### src/rtl/year_traveler_pkg.sv
// year_traveler shared types and constants.
// Width, home year, FSM state and direction codes.
package year_traveler_pkg;

  localparam int K = 12;

  localparam logic signed [K-1:0] HOME_YEAR = K'(2019);
  localparam logic [K-1:0] ONE = K'(1);

  typedef enum logic [1:0] {
    IDLE   = 2'd0,
    TRAVEL = 2'd1,
    ARRIVE = 2'd2
  } state_t;

  localparam logic [2:0] DIR_FWD  = 3'b100;
  localparam logic [2:0] DIR_STAY = 3'b010;
  localparam logic [2:0] DIR_BACK = 3'b001;

endpackage

### src/rtl/year_step_unit.sv
// Signed current-year up/down counter.
// Also forms year + delta one bit wider and flags overflow.
module year_step_unit
  import year_traveler_pkg::*;
(
  input  logic                clk,
  input  logic                rst,
  input  logic                en,
  input  logic                up,
  input  logic signed [K-1:0] delta,
  output logic signed [K-1:0] year,
  output logic signed [K-1:0] sum,
  output logic                in_range
);

  logic signed [K:0] wide;

  assign wide = {year[K-1], year}
              + {delta[K-1], delta};
  assign sum = wide[K-1:0];
  // top two bits agree iff the sum fits in K bits
  assign in_range = (wide[K] == wide[K-1]);

  always_ff @(posedge clk or posedge rst) begin
    if (rst) begin
      year <= HOME_YEAR;
    end else if (en) begin
      year <= up ? year + ONE : year - ONE;
    end
  end

endmodule

### src/rtl/year_traveler.sv
// Walks the current year toward year + delta, one year per clock.
// Reports arrival, abort and out-of-range requests as pulses.
module year_traveler
  import year_traveler_pkg::*;
(
  input  logic                clk,
  input  logic                rst,
  input  logic                delta_valid,
  input  logic signed [K-1:0] delta,
  output logic                delta_ready,
  input  logic                abort,
  output logic signed [K-1:0] year,
  output logic signed [K-1:0] target,
  output logic [K-1:0]        remaining,
  output logic                moving,
  output logic [2:0]          dir,
  output logic                arrived,
  output logic                aborted,
  output logic                err
);

  state_t state;

  logic signed [K-1:0] sum;
  logic                in_range;
  logic                step_en;
  logic [K-1:0]        mag;

  assign delta_ready = (state == IDLE);
  assign step_en = (state == TRAVEL) && !abort;
  // -2^(K-1) negates to itself, which reads as 2^(K-1) unsigned
  assign mag = delta[K-1] ? -delta : delta;

  year_step_unit u_step (
    .clk      (clk),
    .rst      (rst),
    .en       (step_en),
    .up       (dir == DIR_FWD),
    .delta    (delta),
    .year     (year),
    .sum      (sum),
    .in_range (in_range)
  );

  always_ff @(posedge clk or posedge rst) begin
    if (rst) begin
      state     <= IDLE;
      target    <= HOME_YEAR;
      remaining <= '0;
      moving    <= 1'b0;
      dir       <= DIR_STAY;
      arrived   <= 1'b0;
      aborted   <= 1'b0;
      err       <= 1'b0;
    end else begin
      arrived <= 1'b0;
      aborted <= 1'b0;
      err     <= 1'b0;
      unique case (state)
        IDLE: begin
          if (delta_valid) begin
            if (!in_range) begin
              err <= 1'b1;
            end else if (delta == '0) begin
              arrived <= 1'b1;
              dir     <= DIR_STAY;
            end else begin
              target    <= sum;
              remaining <= mag;
              dir       <= delta[K-1] ? DIR_BACK : DIR_FWD;
              moving    <= 1'b1;
              state     <= TRAVEL;
            end
          end
        end
        TRAVEL: begin
          if (abort) begin
            target    <= year;
            remaining <= '0;
            moving    <= 1'b0;
            dir       <= DIR_STAY;
            aborted   <= 1'b1;
            state     <= IDLE;
          end else begin
            remaining <= remaining - ONE;
            if (remaining == ONE) begin
              moving  <= 1'b0;
              arrived <= 1'b1;
              dir     <= DIR_STAY;
              state   <= ARRIVE;
            end
          end
        end
        ARRIVE: begin
          state <= IDLE;
        end
        default: begin
          state <= IDLE;
        end
      endcase
    end
  end

endmodule

### config.mk
export PLATFORM = sky130hd
export DESIGN_NAME = year_traveler
export DESIGN_NICKNAME = d
export VERILOG_FILES = /design/src/rtl/year_traveler_pkg.sv /design/src/rtl/year_step_unit.sv /design/src/rtl/year_traveler.sv
export SDC_FILE = /design/constraint.sdc
export NUM_CORES = 1
export LEC_CHECK = 0
export ABC_AREA = 1
export ABC_CLOCK_PERIOD_IN_PS = 2520
export BUFFER_PORTS_ARGS = -buffer_cell sky130_fd_sc_hd__buf_2
export CAP_MARGIN = 20
export CORE_ASPECT_RATIO = 0.75
export CORE_UTILIZATION = 50
export CTS_CLUSTER_DIAMETER = 100
export DETAILED_ROUTE_END_ITERATION = 8
export PLACE_DENSITY = 0.75
export SLEW_MARGIN = 20
export SYNTH_ARGS = -nofsm -noshare
export SYNTH_HDL_FRONTEND = slang
export SYNTH_SLANG_ARGS = --single-unit
### constraint.sdc
create_clock -name clk -period 2.52 [get_ports clk]
set_input_delay 0 -clock clk [delete_from_list [all_inputs] [get_ports clk]]
set_output_delay 0 -clock clk [all_outputs]
set_load 0.005 [all_outputs]
==> results.txt <==
- The flow ran to the end, and the final reports show no timing, DRC or antenna violations.
* Origin of the critical flop-to-flop path: u_step.year[0]
- Hold Crit Start: delta[7]
* Reg2Reg Setup Slack: around 0.11 ns
- By area the synthesized netlist is led by sky130_fd_sc_hd__dfrtp_1 18%, sky130_fd_sc_hd__nand2_1 17%, sky130_fd_sc_hd__dfstp_2 12%.
* Leading cell type in the layout, fill and taps excluded: sky130_fd_sc_hd__nand2_1
- Walking the worst path, the cells encountered are ha_4 -> inv_1 -> fa_2 -> inv_2 -> nand3_2 -> nand2_2 -> nand3_4 -> nand3_2 -> nand2_1 -> nand2_2 -> nand2_2 -> nand3_4 -> buf_12 -> nand3_2 -> nand2_1 -> nand2_1.
- Net switching power of the design: around 3.3 mW
* Number of buffer and inverter instances along the worst setup path: 3
- Worst hold-check slack: 0.154 ns
* Fraction of synthesized cell area taken by the top area cell type: between 10% and 20%
- Summing over every cut layer, the via total after detailed routing is 4003.
* Dpl ws: approximately 0.019 ns
- The tree is rooted in a sky130_fd_sc_hd__clkbuf_8.
- Delay of the slowest critical-path stage: 0.57 ns
* Net count of the mapped netlist: 611
- Post-route design area: 4500 um2
- The critical path runs through a total of 16 cells.
- RSZ-0062 raised after global routing: true
- Sequential cells were found to cover between 20% and 30% of the synthesized design area.
- In the routed design, unresolved DRC markers number 0.
* Horiz. Die Dim: 104 um
- The worst setup path is captured at a register.
- The endpoint identified for the worst register-to-register timing path is remaining[4].
* Post-Synthesis Cell Area: 3860 um2
- Actual slew at the worst max-slew pin: about 0.81 ns
* Time the final worst path needs with I/O delays and setup: 2.41 ns
- Yosys printed 0 warnings.
- Internal cell power: 3.12 mW
- Worst-case hold path end point: remaining[11]
* Routed wire length: 10.6 mm
- Core Box Area: 7400 um2
* Most frequent cells in the layout: 172 x sky130_fd_sc_hd__nand2_1, 65 x sky130_fd_sc_hd__inv_1, 59 x sky130_fd_sc_hd__buf_2
- Diodes inserted: 0
* Worst-Skew Late Latency: 0.31 ns
* LEAKAGE: 2.42 nW
- Entering global routing, the biggest net connects 30 pins.
* Post-synthesis to final-layout area growth: 16.4%
- First-pass GRT wire length: 17.4 mm
* Fraction of the cycle the final worst path needs: 95.5%
* GRT Resource Usage Total: approximately 27%
- The die covers just over 8000 um2.
- Biggest area consumer among synthesized cells: sky130_fd_sc_hd__dfrtp_1
* I/O pin count: 60
- Cells after synthesis: 568
* Highest net fanout along the worst path: 6
- Required time at the endpoint of the critical path: 2.72 ns
- Net switching fraction of the power: 51.6%
- The tree built by TritonCTS fans out to 45 sinks.
- STA classifies the critical path startpoint as a register.
- Clock tree buffer depth: 2
- Final number of setup-violating endpoints: 0
- Die height: 78.1 um
- Ratio of cells with drive above 1 in the final layout: between 20% and 30%
* Cell area reported after detailed placement: between 4000 and 5000 um2
- Pins Over Slew Limit: 0
- Along the worst hold path, the cell count comes to 6.
* Detailed-routing iteration count for the pre-antenna-repair pass: 5
- In this run, flip-flops and latches consume between 20 and 25% of the power.
- Overall overflow remaining after global route: 0
- On the critical path, the stage with the largest delay is an instance of sky130_fd_sc_hd__dfstp_2.
- On the final layout, the worst clock skew is 0.00791 ns.
* Worst Hold Class: primary input to register
- CTS tree: done
- The hold violation count in the final report was 0.
- Clock-pin slew was measured on the worst setup and hold paths at 0.10 ns.
- The congestion estimate from routability-driven global placement came to 0.920.
- Final #Nets: between 600 and 700
* Crit path DAT: 2.61 ns
- Across the run, the number of max-cap violations was 0.
* Post-Synthesis Mean Instance Area: 6.80 um2
* Worst path top cell family by delay: simple AND/OR/NAND/NOR gates
* Start-to-end type of the worst setup path: register to register
- Synthesis inferred 45 register bits.
* Part of the power in combinational logic: 69.3%
* Highest attainable clock frequency: 415 MHz
- Average routed wire per standard cell: 14.3 um
* Power density relative to cell area: between 1000 and 1500 nW/um2
* Number of global-route vias before repair: 3542
- Slew Limit Headroom: around 46%
* Crit path setup slack, layout: 0.112 ns
- The initial antenna violation count was 0.
* Site row count: 27
- Detailed-route vias per instance: ~5.4
* Worst vdd rail ir drop: 0.000727 V
- The H-tree generated during clock tree synthesis spans 2 levels.
- FF-to-FF path depth: 16
- Hpwl dp: 7.91 mm
* Inserted Clock Buffers: 5
- Unique masters post-synth: 36
* Post-route antenna net violation count: 0
- Buffers placed on the I/O ports in this run total 59.
- The clock network burns 8.0% of the power.
* Effective utilization at floorplan: 52.2%
* DR iter-0 viols: 320
==> cell type report <==
cell class / instances / area [um2]
repair buffers: 75 / 443
clock buffers: 6 / 82.6
inverters: 68 / 255
well taps: 101 / 126
clock inverters: 2 / 17.5
flip-flops and latches: 45 / 1150
multi-input cells: 440 / 2430
fillers: 663 / 2900
==> worst max-delay path by stage <==
stage / start / to / slack, ns
finish: u_step.year[0] / remaining[4] / 0.11
global route: u_step.year[0] / target[3] / -0.006
global placement: dir[1] / u_step.year[11] / 0.07
detailed placement: u_step.year[0] / remaining[2] / 0.02
CTS: dir[1] / u_step.year[11] / 0.01
floorplan: u_step.year[0] / dir[0] / 0.15
==> tightest hold or removal path: cells and delay by family <==
| kind | cells | cell delay (ns) |
|---|---|---|
| simple gates | 4 | 0.25 |
| buf+inv | 1 | 0.12 |
| compound gates | 1 | 0.06 |
==> flip-flops by register name, indices dropped and copies added (netlist names) <==
name,flops
aborted,1
arrived,1
dir,3
err,1
moving,1
remaining,12
state,2
target,12
u_step.year,12
==> Yosys cell counts, drive strengths merged <==
cell,number
or2,4
nand3b,1
inv,67
xor2,13
dfrtp,28
fa,2
nor3,7
dfstp,17
o22ai,5
xnor2,4
o31ai,1
o21bai,2
o32ai,1
o21ai,35
nor2,47
and3,1
a21oi,29
nor4,1
ha,25
a31o,1
nand3,43
clkbuf,6
clkinv,1
buf,10
nand4,37
and2,1
nand2,179
==> what timing repair did <==
item | 4_1_cts | 5_1_grt
buffers inserted | 0 | 3
hold buffers | 3 | 0
endpoints found under the setup margin | 0 | 28
gates resized for setup | 0 | 16
endpoints found under the hold margin | 14 | 0
==> power by group through the flow <==
stage	clock network, mW	registers [mW]	logic [mW]
finish	0.513	1.47	4.46
CTS	0.516	1.46	4.13
floorplan	0	1.46	3.06
global route	0.541	1.52	5.02
global placement	0	1.47	4.01
detailed placement	0	1.46	4.10
==> routing by layer <==
metal	global-route usage (%)	vias up	wire, um
met5	0	-	0
met3	3.24	13	903
met4	6.81	0	116
met2	39.5	183	4280
met1	41.3	1789	5250
li1	-	2018	-
==> logic make-up after synthesis <==
logic type	share of synthesized area (%)
AO/OA/AOI/OAI	10.6
XOR/XNOR	3.85
adder cells (fa/ha/maj)	9.13
buffers and inverters	9.07
flip-flops	29.7
AND/OR/NAND/NOR	37.7
==> through the flow <==
stage / setup TNS [ns] / utilization, % / power [mW] / cells
2_1_floorplan: 0 / - / 4.52 / 568
3_3_place_gp: 0 / 57.7 / 5.47 / 722
3_5_place_dp: 0 / 57.7 / 5.56 / 722
4_1_cts: 0 / 59.4 / 6.11 / 733
5_1_grt: -0.00631 / 60.8 / 7.08 / 737
6_report: 0 / 60.8 / 6.44 / 737
(Power assumes the default switching activity.)
